**config.mk**
```make
export PLATFORM = sky130hd
export DESIGN_NAME = spi_rx_deser_flat
export DESIGN_NICKNAME = d
export VERILOG_FILES = /design/src/rtl/spi_rx_deser_pkg.sv /design/src/rtl/spi_rx_deser_if.sv /design/src/rtl/spi_rx_deser_shift_in_reg.sv /design/src/rtl/spi_rx_deser.sv /design/src/flat_wrapper.sv
export SDC_FILE = /design/constraint.sdc
export NUM_CORES = 1
export LEC_CHECK = 0
export CAP_MARGIN = 10
export CORE_MARGIN = 5
export CORE_UTILIZATION = 38
export DETAILED_ROUTE_END_ITERATION = 6
export HOLD_SLACK_MARGIN = 0.15
export PLACE_DENSITY = 0.62
export SLEW_MARGIN = 10
export SYNTH_ARGS = -nofsm -noshare
export SYNTH_HDL_FRONTEND = slang
export SYNTH_SLANG_ARGS = --single-unit
export TNS_END_PERCENT = 50
```
**constraint.sdc**
```tcl
create_clock -name Clk -period 1.9 [get_ports Clk]
set_clock_uncertainty 0.2 [all_clocks]
set_input_delay 0.38 -clock Clk [delete_from_list [all_inputs] [get_ports Clk]]
set_output_delay 0.38 -clock Clk [all_outputs]
set_load 0.005 [all_outputs]
```
**src/rtl/spi_rx_deser_pkg.sv**
```systemverilog
// -----------------------------------------------------------------------------
// spi_rx_pkg
//   Shared types and sizing helpers for the codec serial-link receiver.
//   - rx_state_t : receiver FSM states
//   - DEF_*      : default word width / Sck divider
//   - *_cnt_w    : counter widths derived from the module parameters
// -----------------------------------------------------------------------------
package spi_rx_pkg;

    typedef enum logic [1:0] {
        IDLE   = 2'd0,
        SCK_LO = 2'd1,
        SCK_HI = 2'd2,
        TAIL   = 2'd3
    } rx_state_t;

    localparam int DEF_WIDTH   = 9;
    localparam int DEF_CLK_DIV = 4;

    // Divider counter must hold CLK_DIV-1; one spare bit keeps CLK_DIV=1 legal.
    function automatic int div_cnt_w(input int clk_div);
        return $clog2(clk_div) + 1;
    endfunction

    // Bit counter must hold WIDTH-1.
    function automatic int bit_cnt_w(input int width);
        return $clog2(width) + 1;
    endfunction

endpackage

```
**src/rtl/spi_rx_deser_if.sv**
```systemverilog
// -----------------------------------------------------------------------------
// spi_rx_deser_if
//   Parallel word hand-off between the serial receiver and its consumer.
//   Data_Out : received word (receiver -> consumer)
//   Valid    : Data_Out holds an unconsumed word (receiver -> consumer)
//   Ready    : consumer accepts Data_Out when Valid && Ready
//   master modport: the receiver side; slave modport: the consumer side.
// -----------------------------------------------------------------------------
interface spi_rx_deser_if
    import spi_rx_pkg::*;
#(
    parameter int WIDTH = DEF_WIDTH
);
    logic [WIDTH-1:0] Data_Out;
    logic             Valid;
    logic             Ready;

    modport master (
        output Data_Out,
        output Valid,
        input  Ready
    );

    modport slave (
        input  Data_Out,
        input  Valid,
        output Ready
    );

endinterface

```
**src/rtl/spi_rx_deser_shift_in_reg.sv**
```systemverilog
// -----------------------------------------------------------------------------
// shift_in_reg
//   WIDTH-bit shift-left register; new bits enter at the LSB so a word sent
//   MSB-first ends up right-justified with its MSB at Q[WIDTH-1].
//   Clk      : system clock
//   Reset_n  : asynchronous active-low reset, clears Q
//   Clr      : synchronous clear (has priority over Shift_En)
//   Shift_En : shift Sin in at the LSB this cycle
//   Sin      : serial input bit
//   Q        : register contents
// -----------------------------------------------------------------------------
module shift_in_reg
    import spi_rx_pkg::*;
#(
    parameter int WIDTH = DEF_WIDTH
) (
    input  logic             Clk,
    input  logic             Reset_n,
    input  logic             Clr,
    input  logic             Shift_En,
    input  logic             Sin,
    output logic [WIDTH-1:0] Q
);

    always_ff @(posedge Clk or negedge Reset_n) begin
        if (!Reset_n) begin
            Q <= '0;
        end else if (Clr) begin
            Q <= '0;
        end else if (Shift_En) begin
            Q <= {Q[WIDTH-2:0], Sin};
        end
    end

endmodule

```
**src/rtl/spi_rx_deser.sv**
```systemverilog
// -----------------------------------------------------------------------------
// spi_rx_deser
//   Serial-to-parallel receiver for the codec serial link. Acts as bus master:
//   generates Sck (mode 0, idles low) and Cs_n, shifts Sdi in MSB-first on the
//   Sck rising edge and presents each WIDTH-bit word on a valid/ready port.
//
//   Parameters
//     WIDTH   : bits per word (2..16)
//     CLK_DIV : Clk cycles per Sck half-period (>= 1)
//   Ports
//     Clk      : system clock, all logic on posedge
//     Reset_n  : asynchronous active-low reset
//     Start    : request one word transfer, sampled only in IDLE
//     Sdi      : serial data from codec (changes after Sck falls)
//     Sck      : serial clock, registered
//     Cs_n     : chip select, active low, registered
//     Busy     : high from the cycle after Start is accepted to word completion
//     Overrun  : sticky, a word completed while the previous one was unread
//     Clr_Ovr  : synchronous clear of Overrun (a simultaneous set wins)
//     rx       : Data_Out / Valid / Ready word hand-off (master side)
// -----------------------------------------------------------------------------
module spi_rx_deser
    import spi_rx_pkg::*;
#(
    parameter int WIDTH   = DEF_WIDTH,
    parameter int CLK_DIV = DEF_CLK_DIV
) (
    input  logic           Clk,
    input  logic           Reset_n,
    input  logic           Start,
    input  logic           Sdi,
    output logic           Sck,
    output logic           Cs_n,
    output logic           Busy,
    output logic           Overrun,
    input  logic           Clr_Ovr,
    spi_rx_deser_if.master rx
);

    localparam int DIV_W = div_cnt_w(CLK_DIV);
    localparam int BIT_W = bit_cnt_w(WIDTH);

    localparam logic [DIV_W-1:0] DIV_LAST = DIV_W'(CLK_DIV - 1);
    localparam logic [BIT_W-1:0] BIT_LAST = BIT_W'(WIDTH - 1);

    rx_state_t        state;
    logic [DIV_W-1:0] div_cnt;
    logic [BIT_W-1:0] bit_cnt;
    logic [WIDTH-1:0] shreg;
    logic [WIDTH-1:0] data_q;
    logic             valid_q;

    logic div_done;
    logic accept;
    logic shift_en;
    logic complete;
    logic deliver;

    always_comb begin
        div_done = (div_cnt == DIV_LAST);
        accept   = (state == IDLE) && Start;
        // Sample Sdi on the edge that raises Sck; the codec moved it half a
        // period earlier, on the falling edge.
        shift_en = (state == SCK_LO) && div_done;
        complete = (state == TAIL) && div_done;
        // A completing word is taken if the slot is empty or is being read
        // on this same edge; otherwise it is dropped.
        deliver  = complete && (!valid_q || rx.Ready);
    end

    shift_in_reg #(
        .WIDTH (WIDTH)
    ) u_shreg (
        .Clk      (Clk),
        .Reset_n  (Reset_n),
        .Clr      (accept),
        .Shift_En (shift_en),
        .Sin      (Sdi),
        .Q        (shreg)
    );

    // Sequencer: each phase lasts CLK_DIV cycles, div_cnt restarts at every
    // phase change.
    always_ff @(posedge Clk or negedge Reset_n) begin
        if (!Reset_n) begin
            state   <= IDLE;
            Sck     <= 1'b0;
            Cs_n    <= 1'b1;
            Busy    <= 1'b0;
            div_cnt <= '0;
            bit_cnt <= '0;
        end else begin
            case (state)
                IDLE: begin
                    if (Start) begin
                        Cs_n    <= 1'b0;
                        Busy    <= 1'b1;
                        Sck     <= 1'b0;
                        bit_cnt <= '0;
                        div_cnt <= '0;
                        state   <= SCK_LO;
                    end
                end
                SCK_LO: begin
                    if (div_done) begin
                        Sck     <= 1'b1;
                        div_cnt <= '0;
                        state   <= SCK_HI;
                    end else begin
                        div_cnt <= div_cnt + DIV_W'(1);
                    end
                end
                SCK_HI: begin
                    if (div_done) begin
                        Sck     <= 1'b0;
                        div_cnt <= '0;
                        bit_cnt <= bit_cnt + BIT_W'(1);
                        state   <= (bit_cnt == BIT_LAST) ? TAIL : SCK_LO;
                    end else begin
                        div_cnt <= div_cnt + DIV_W'(1);
                    end
                end
                TAIL: begin
                    if (div_done) begin
                        Cs_n    <= 1'b1;
                        Busy    <= 1'b0;
                        div_cnt <= '0;
                        state   <= IDLE;
                    end else begin
                        div_cnt <= div_cnt + DIV_W'(1);
                    end
                end
                default: begin
                    state <= IDLE;
                end
            endcase
        end
    end

    // Output word, handshake and overrun flag.
    always_ff @(posedge Clk or negedge Reset_n) begin
        if (!Reset_n) begin
            data_q  <= '0;
            valid_q <= 1'b0;
            Overrun <= 1'b0;
        end else begin
            if (deliver) begin
                data_q  <= shreg;
                valid_q <= 1'b1;
            end else if (valid_q && rx.Ready) begin
                valid_q <= 1'b0;
            end

            if (complete && !deliver) begin
                Overrun <= 1'b1;
            end else if (Clr_Ovr) begin
                Overrun <= 1'b0;
            end
        end
    end

    assign rx.Data_Out = data_q;
    assign rx.Valid    = valid_q;

endmodule

```
**src/flat_wrapper.sv**
```systemverilog
// flat-port wrapper written by rule: the top's interface ports become plain ports
module spi_rx_deser_flat import spi_rx_pkg::*;
#(
    parameter int WIDTH   = DEF_WIDTH,
    parameter int CLK_DIV = DEF_CLK_DIV
)
  (Clk, Reset_n, Start, Sdi, Sck, Cs_n, Busy, Overrun, Clr_Ovr, rx_Data_Out, rx_Valid, rx_Ready);
  spi_rx_deser_if #(.WIDTH(WIDTH)) rx_i ();
  input  logic Clk;
  input  logic Reset_n;
  input  logic Start;
  input  logic Sdi;
  output logic Sck;
  output logic Cs_n;
  output logic Busy;
  output logic Overrun;
  input  logic Clr_Ovr;
  output wire logic [$bits(rx_i.Data_Out)-1:0] rx_Data_Out;
  output wire logic [$bits(rx_i.Valid)-1:0] rx_Valid;
  input wire logic [$bits(rx_i.Ready)-1:0] rx_Ready;
  assign rx_Data_Out = rx_i.Data_Out;
  assign rx_Valid = rx_i.Valid;
  assign rx_i.Ready = rx_Ready;
  spi_rx_deser #(.WIDTH(WIDTH), .CLK_DIV(CLK_DIV)) u_core (.Clk(Clk), .Reset_n(Reset_n), .Start(Start), .Sdi(Sdi), .Sck(Sck), .Cs_n(Cs_n), .Busy(Busy), .Overrun(Overrun), .Clr_Ovr(Clr_Ovr), .rx(rx_i));
endmodule
```
# Word level (Yosys, flattened, before mapping)

Index checks and enable logic that the tools add are counted.

Register bits after elaboration: 33
Latch bits: 0
Bits in writable memories: 0
Memory bits (read-only): 0
Bits of input ports: 6
Memories kept: 0

$add $sub $neg: 2
$mul: 0
Div/mod/pow operators: 0
Magnitude comparators: 0
Eq/ne operators: 9
Shifts and indexed selects: 0
Mux-type cells: 25
Bitwise gates (word level): 0
Reduce and logical (&&, ||, !) cells: 21

Operator list:

| kind                | count |
|---|---|
| $mux 9              | 2 |
| $mux 2              | 5 |
| $mux 5              | 2 |
| $pmux 5 s2          | 1 |
| $reduce_bool 2->1   | 5 |
| $mux 1              | 8 |
| $pmux 2 s4          | 1 |
| $reduce_and 4->1    | 2 |
| $logic_and 1x1->1   | 6 |
| $mux 3              | 2 |
| $ne 2x1->1 const B  | 3 |
| $pmux 3 s2          | 1 |
| $reduce_and 3->1    | 2 |
| $add 5x1->5 const B | 1 |
| $eq 5x4->1 const B  | 1 |
| $eq 2x2->1 const B  | 2 |
| $pmux 1 s2          | 2 |
| $add 3x1->3 const B | 1 |
| $eq 3x2->1 const B  | 1 |
| $pmux 1 s3          | 1 |
| $reduce_bool 3->1   | 1 |
| $reduce_or 3->1     | 1 |
| $eq 2x1->1 const B  | 1 |
| $logic_not 1->1     | 2 |
| other kinds (3)     | 3 |

# Logic depth before layout (Yosys ltp)

Word-level depth: 6
Mapped depth: 5

# Hierarchy

A second synthesis with hierarchy kept.

Cells, all modules: 120
Area total of the unflattened synthesis: 1,498.9 µm²

By module, submodules not included:

| module       | instances | cells an instance | area each (µm²) | sequential area each (µm²) |
|---|---|---|---|---|
| spi_rx_deser | 1         | 91                | 1,134.8         | 601.8 |
| shift_in_reg | 1         | 29                | 364.1           | 225.2 |

# Least setup slack after synthesis

OpenSTA, ideal clock, no wires.

Path kind: reg2reg
From: register u_core.div_cnt[0]
To: register u_core.data_q[0] (netlist: u_core.rx.Data_Out[0])
Setup time: 128 ps
Arrival time: 1,364 ps
Path slack: 208 ps
Stages on the path, launching flop included: 6
Clock period less this slack: 1,692 ps
Path through: dfrtp_1 > ha_1 > nand4b_1 > nor2b_1 > buf_4 > mux2_1

Longest elaborated chain between the ends: 3

RTL lines:

| element                  | line                | text |
|---|---|---|
| start: declaration       | spi_rx_deser.sv:47  | `logic [DIV_W-1:0] div_cnt;` |
| start signal: assignment | spi_rx_deser.sv:110 | `div_cnt <= div_cnt + DIV_W'(1);` |
| start signal: assignment | spi_rx_deser.sv:120 | `div_cnt <= div_cnt + DIV_W'(1);` |
| start signal: assignment | spi_rx_deser.sv:130 | `div_cnt <= div_cnt + DIV_W'(1);` |
| $eq 3x2->1               | spi_rx_deser.sv:60  | `div_done = (div_cnt == DIV_LAST);` |
| $logic_and 1x1->1        | spi_rx_deser.sv:65  | `complete = (state == TAIL) && div_done;` |
| $logic_and 1x1->1        | spi_rx_deser.sv:68  | `deliver = complete && (!valid_q \|\| rx.Ready);` |
| end signal: assignment   | spi_rx_deser.sv:148 | `data_q <= shreg;` |
| end: declaration         | spi_rx_deser.sv:50  | `logic [WIDTH-1:0] data_q;` |

Every way passes these cells.
A chain may end at the register's enable or synchronous reset.

# Worst setup path in the final report

From: register u_core.div_cnt[0]
To: register u_core.data_q[1] (netlist: u_core.rx.Data_Out[1])

The elaborated chain is that of the path after synthesis.

==> results.txt <==
Summed over all cells, the static leakage comes to 0.000824 uW. The first global-routing pass estimated 4420 um of wire. The mean instance size in the synthesized netlist is 11.2 sq um. The clock tree from TritonCTS is built. The synthesized design spends more area on one cell type than any other, namely sky130_fd_sc_hd__dfrtp_1. The power density relative to cell area came out at 1350 nW/um^2.

The final critical-path share of the clock period is 92.3%. The core region is 3660 sq um. The share of the synthesized area in the top cell type is 56.2%.

The number of clock buffers added by TritonCTS is 5. The die outline height came out at 71.2 um. Summing every instance area after synthesis gives 1430 sq um.

Post-CTS repair changed the size of 0 cells. The number of cells produced by synthesis is 127. The largest fanout on the critical path came out at 9. The total count of max-transition violations in the final report is 0.

In the post-synthesis netlist, the biggest area contributors are sky130_fd_sc_hd__dfrtp_1 56%, sky130_fd_sc_hd__mux2_1 7.1%, sky130_fd_sc_hd__nand2_1 6.8%. The commonest cells after synthesis are 32 x sky130_fd_sc_hd__dfrtp_1, 26 x sky130_fd_sc_hd__nand2_1, 11 x sky130_fd_sc_hd__a21oi_1. For the pin with the worst max-slew slack, the measured transition is 407 ps. The total vias in the final route is 1002.

The via count of the first global-routing pass was 955. The diode insertion count for antenna repair came out at 0. The part of the Yosys area used for sequential elements is 58.0%.

The total number of clock tree sinks is 33. The clock latency at the later pin of the worst-skew pair came out at 280 ps. The sum of negative setup slack came out at 0 ps. Global routing used 11.4% of the available tracks across all layers. The worst slack after detailed placement is -57.8 ps.

The number of endpoints with negative hold slack in the final report came out at 0. The final non-filler cell area came out at 1760 sq um. The cell chosen for the clock root is sky130_fd_sc_hd__clkbuf_8. The count of flip-flops with a built-in enable after synthesis came out at 0. The detailed-route vias per instance came out at 5.01.

Once placement finished, the instance area stood at 1670 sq um. For the worst setup path, the data required time is 1860 ps. The number of port buffers is 19. The congestion estimate from routability-driven global placement came to 0.761. The clock tree buffer depth came out at 2. The count of antenna-violating nets left after detailed routing came out at 0. The remaining routing DRC violations came out at 0. In this run the worst hold path is classified as reg2reg. The die outline area came out at 5080 sq um.

The number of setup buffers added after CTS is 0. The placement row count came out at 22. For this run, asynchronously set or reset flops after synthesis account for 100%. Setup repair after global routing left no endpoint under its margin. The number of hold buffers added after CTS was 0. The layout net count came out at 160. The average routed wire per standard cell came out at 12.6 um. Entering global routing, the biggest net connects 34 pins. The total number of yosys warnings came out at 0. Across the VDD grid, the largest voltage drop is 0.000565 V. The clock transition at the register clock pins on the worst setup and hold paths after CTS came out at 60 ps.

The run finished with clean final reports. The area added between synthesis and finish came out at 23.4%. Measured on the finished design, the core utilization comes to 48.1%.

The share of cells above drive strength 1 is 11.8%. The time the worst path needs with I/O delays and setup came out at 1750 ps. The number of inserted filler cells in the final layout is 348. The count of boundary I/O pins came out at 20.

In this run the tightest slew margin relative to its limit is 72.8%. The nature of the critical path endpoint is a flip-flop. When the netlist entered floorplanning its net count stood at 136. The H-tree was split into 2 levels.

The distinct cell type count of the synthesized netlist came out at 32. Data on the critical path arrives at its endpoint at 1720 ps. In the synthesized netlist the dominant register cell turns out to be sky130_fd_sc_hd__dfrtp_1. The slowest stage cell on the critical path is sky130_fd_sc_hd__dfrtp_1. The critical path class is reg2reg.

The initial core utilization came out at 38.9%. The total grt overflow is 0. For this block, the initial DRC count from the detailed router was 45.

The worst setup path is launched from a flip-flop. The longest individual stage delay on the worst path is 390 ps. The upper clock frequency limit is 570 MHz. In the post-route analysis, the smallest setup slack over all paths is 146 ps.

The total length of routed wires is 2520 um. sky130_fd_sc_hd__dfrtp_1 is the most common cell in the netlist. The count of final setup violators came out at 0.

The first TritonRoute pass finished after 4 iterations. Across the run, the number of max-cap violations was 0. The post-DP HPWL came out at 1800 um. The number of flip-flops and latches in the synthesized netlist came out at 33. The x dimension of the die is 71.2 um.

The initial antenna violation count was 0. Traced cell by cell, the critical path runs through ha_2 > nand4b_1 > nor2b_1 > buf_4 > mux2_1.
==> worst paths after layout <==
path / from / endpoint / slack (ps) / depth (start not counted)
min in group asynchronous: Reset_n / u_core.div_cnt[0] / 300 / 2
setup reg to reg: u_core.div_cnt[0] / u_core.rx.Data_Out[1] / 150 / 5
hold reg to reg: u_core.Cs_n / u_core.Cs_n / 260 / 2
hold / removal: u_core.Cs_n / u_core.Cs_n / 260 / 2
setup / recovery: u_core.div_cnt[0] / u_core.rx.Data_Out[1] / 150 / 5
max in group asynchronous: Reset_n / u_core.Cs_n / 870 / 2
==> power breakdown <==
| part | switching, uW | leakage (uW) | internal (uW) | total (uW) |
|---|---|---|---|---|
| combinational | 305 | 0.000342 | 425 | 730 |
| sequential | 197 | 0.000437 | 957 | 1150 |
| clock | 238 | 0.0000450 | 253 | 491 |
| total | 740 | 0.000824 | 1630 | 2380 |
==> critical path, delay by kind of cell, from the launching register on <==
family / cells / cell delay [ps]
adder cells (fa/ha/maj): 1 / 250
AND/OR/NAND/NOR: 2 / 270
flip-flops: 1 / 390
multiplexers: 1 / 340
buffers and inverters: 1 / 180
==> layout make-up <==
type | instances | area [sq um] | share of cell area (%)
Sequential cell | 33 | 827 | 47.0
Multi-Input combinational cell | 83 | 544 | 30.9
Timing Repair Buffer | 24 | 230 | 13.1
Clock buffer | 6 | 72.6 | 4.13
Tap cell | 48 | 60.1 | 3.41
Inverter | 4 | 15.0 | 0.853
Clock inverter | 2 | 10.0 | 0.569
==> layer usage <==
layer	wire, um	part of all wire, %	global-route usage [%]
met1	1110	44	13.2
met2	1210	48	17.7
met3	151	6.0	4.35
met4	45	1.8	7.52
met5	0	0	0
==> metrics by stage <==
step | power, uW | hold WS [ps] | std cells
final | 2380 | 263 | 200
after global routing | 2550 | 291 | 200
after CTS | 2410 | 270 | 200
after detailed placement | 1910 | 261 | 192
after global placement | 1860 | 246 | 192
after floorplan | 1550 | -116 | 127
==> registers in the layout, summed over array words and instances, names as in the netlist <==
name,count
u_core.Busy,1
u_core.Cs_n,1
u_core.Overrun,1
u_core.Sck,1
u_core.bit_cnt,5
u_core.div_cnt,3
u_core.rx.Data_Out,9
u_core.rx.Valid,1
u_core.state,2
u_core.u_shreg.Q,9
==> cell usage in the layout, fill, tap and decap left out, types with 2 or more instances in the layout <==
cell type and instances:
sky130_fd_sc_hd__ha_1 2, sky130_fd_sc_hd__inv_1 4, sky130_fd_sc_hd__clkbuf_8 5, sky130_fd_sc_hd__mux2i_1 2, sky130_fd_sc_hd__buf_4 5, sky130_fd_sc_hd__clkdlybuf4s50_1 18, sky130_fd_sc_hd__nor2_1 3, sky130_fd_sc_hd__nand4bb_1 3
sky130_fd_sc_hd__dfrtp_1 32, sky130_fd_sc_hd__a21oi_1 11, sky130_fd_sc_hd__and4bb_2 2, sky130_fd_sc_hd__nand3_1 2, sky130_fd_sc_hd__nor2b_1 3, sky130_fd_sc_hd__nand2_1 26, sky130_fd_sc_hd__clkinv_2 2, sky130_fd_sc_hd__a21o_1 2
sky130_fd_sc_hd__o21ai_0 4, sky130_fd_sc_hd__mux2_1 9
==> cell families after synthesis <==
| logic type | count (synthesis) | synth area share (%) |
|---|---|---|
| adders and majority gates | 3 | 2.63 |
| and+or+nand+nor | 47 | 17.6 |
| AOI/OAI and AO/OA | 22 | 9.22 |
| buffers and inverters | 11 | 3.95 |
| DFF | 33 | 58.0 |
| muxes | 11 | 8.52 |
(Power assumes the default switching activity.)
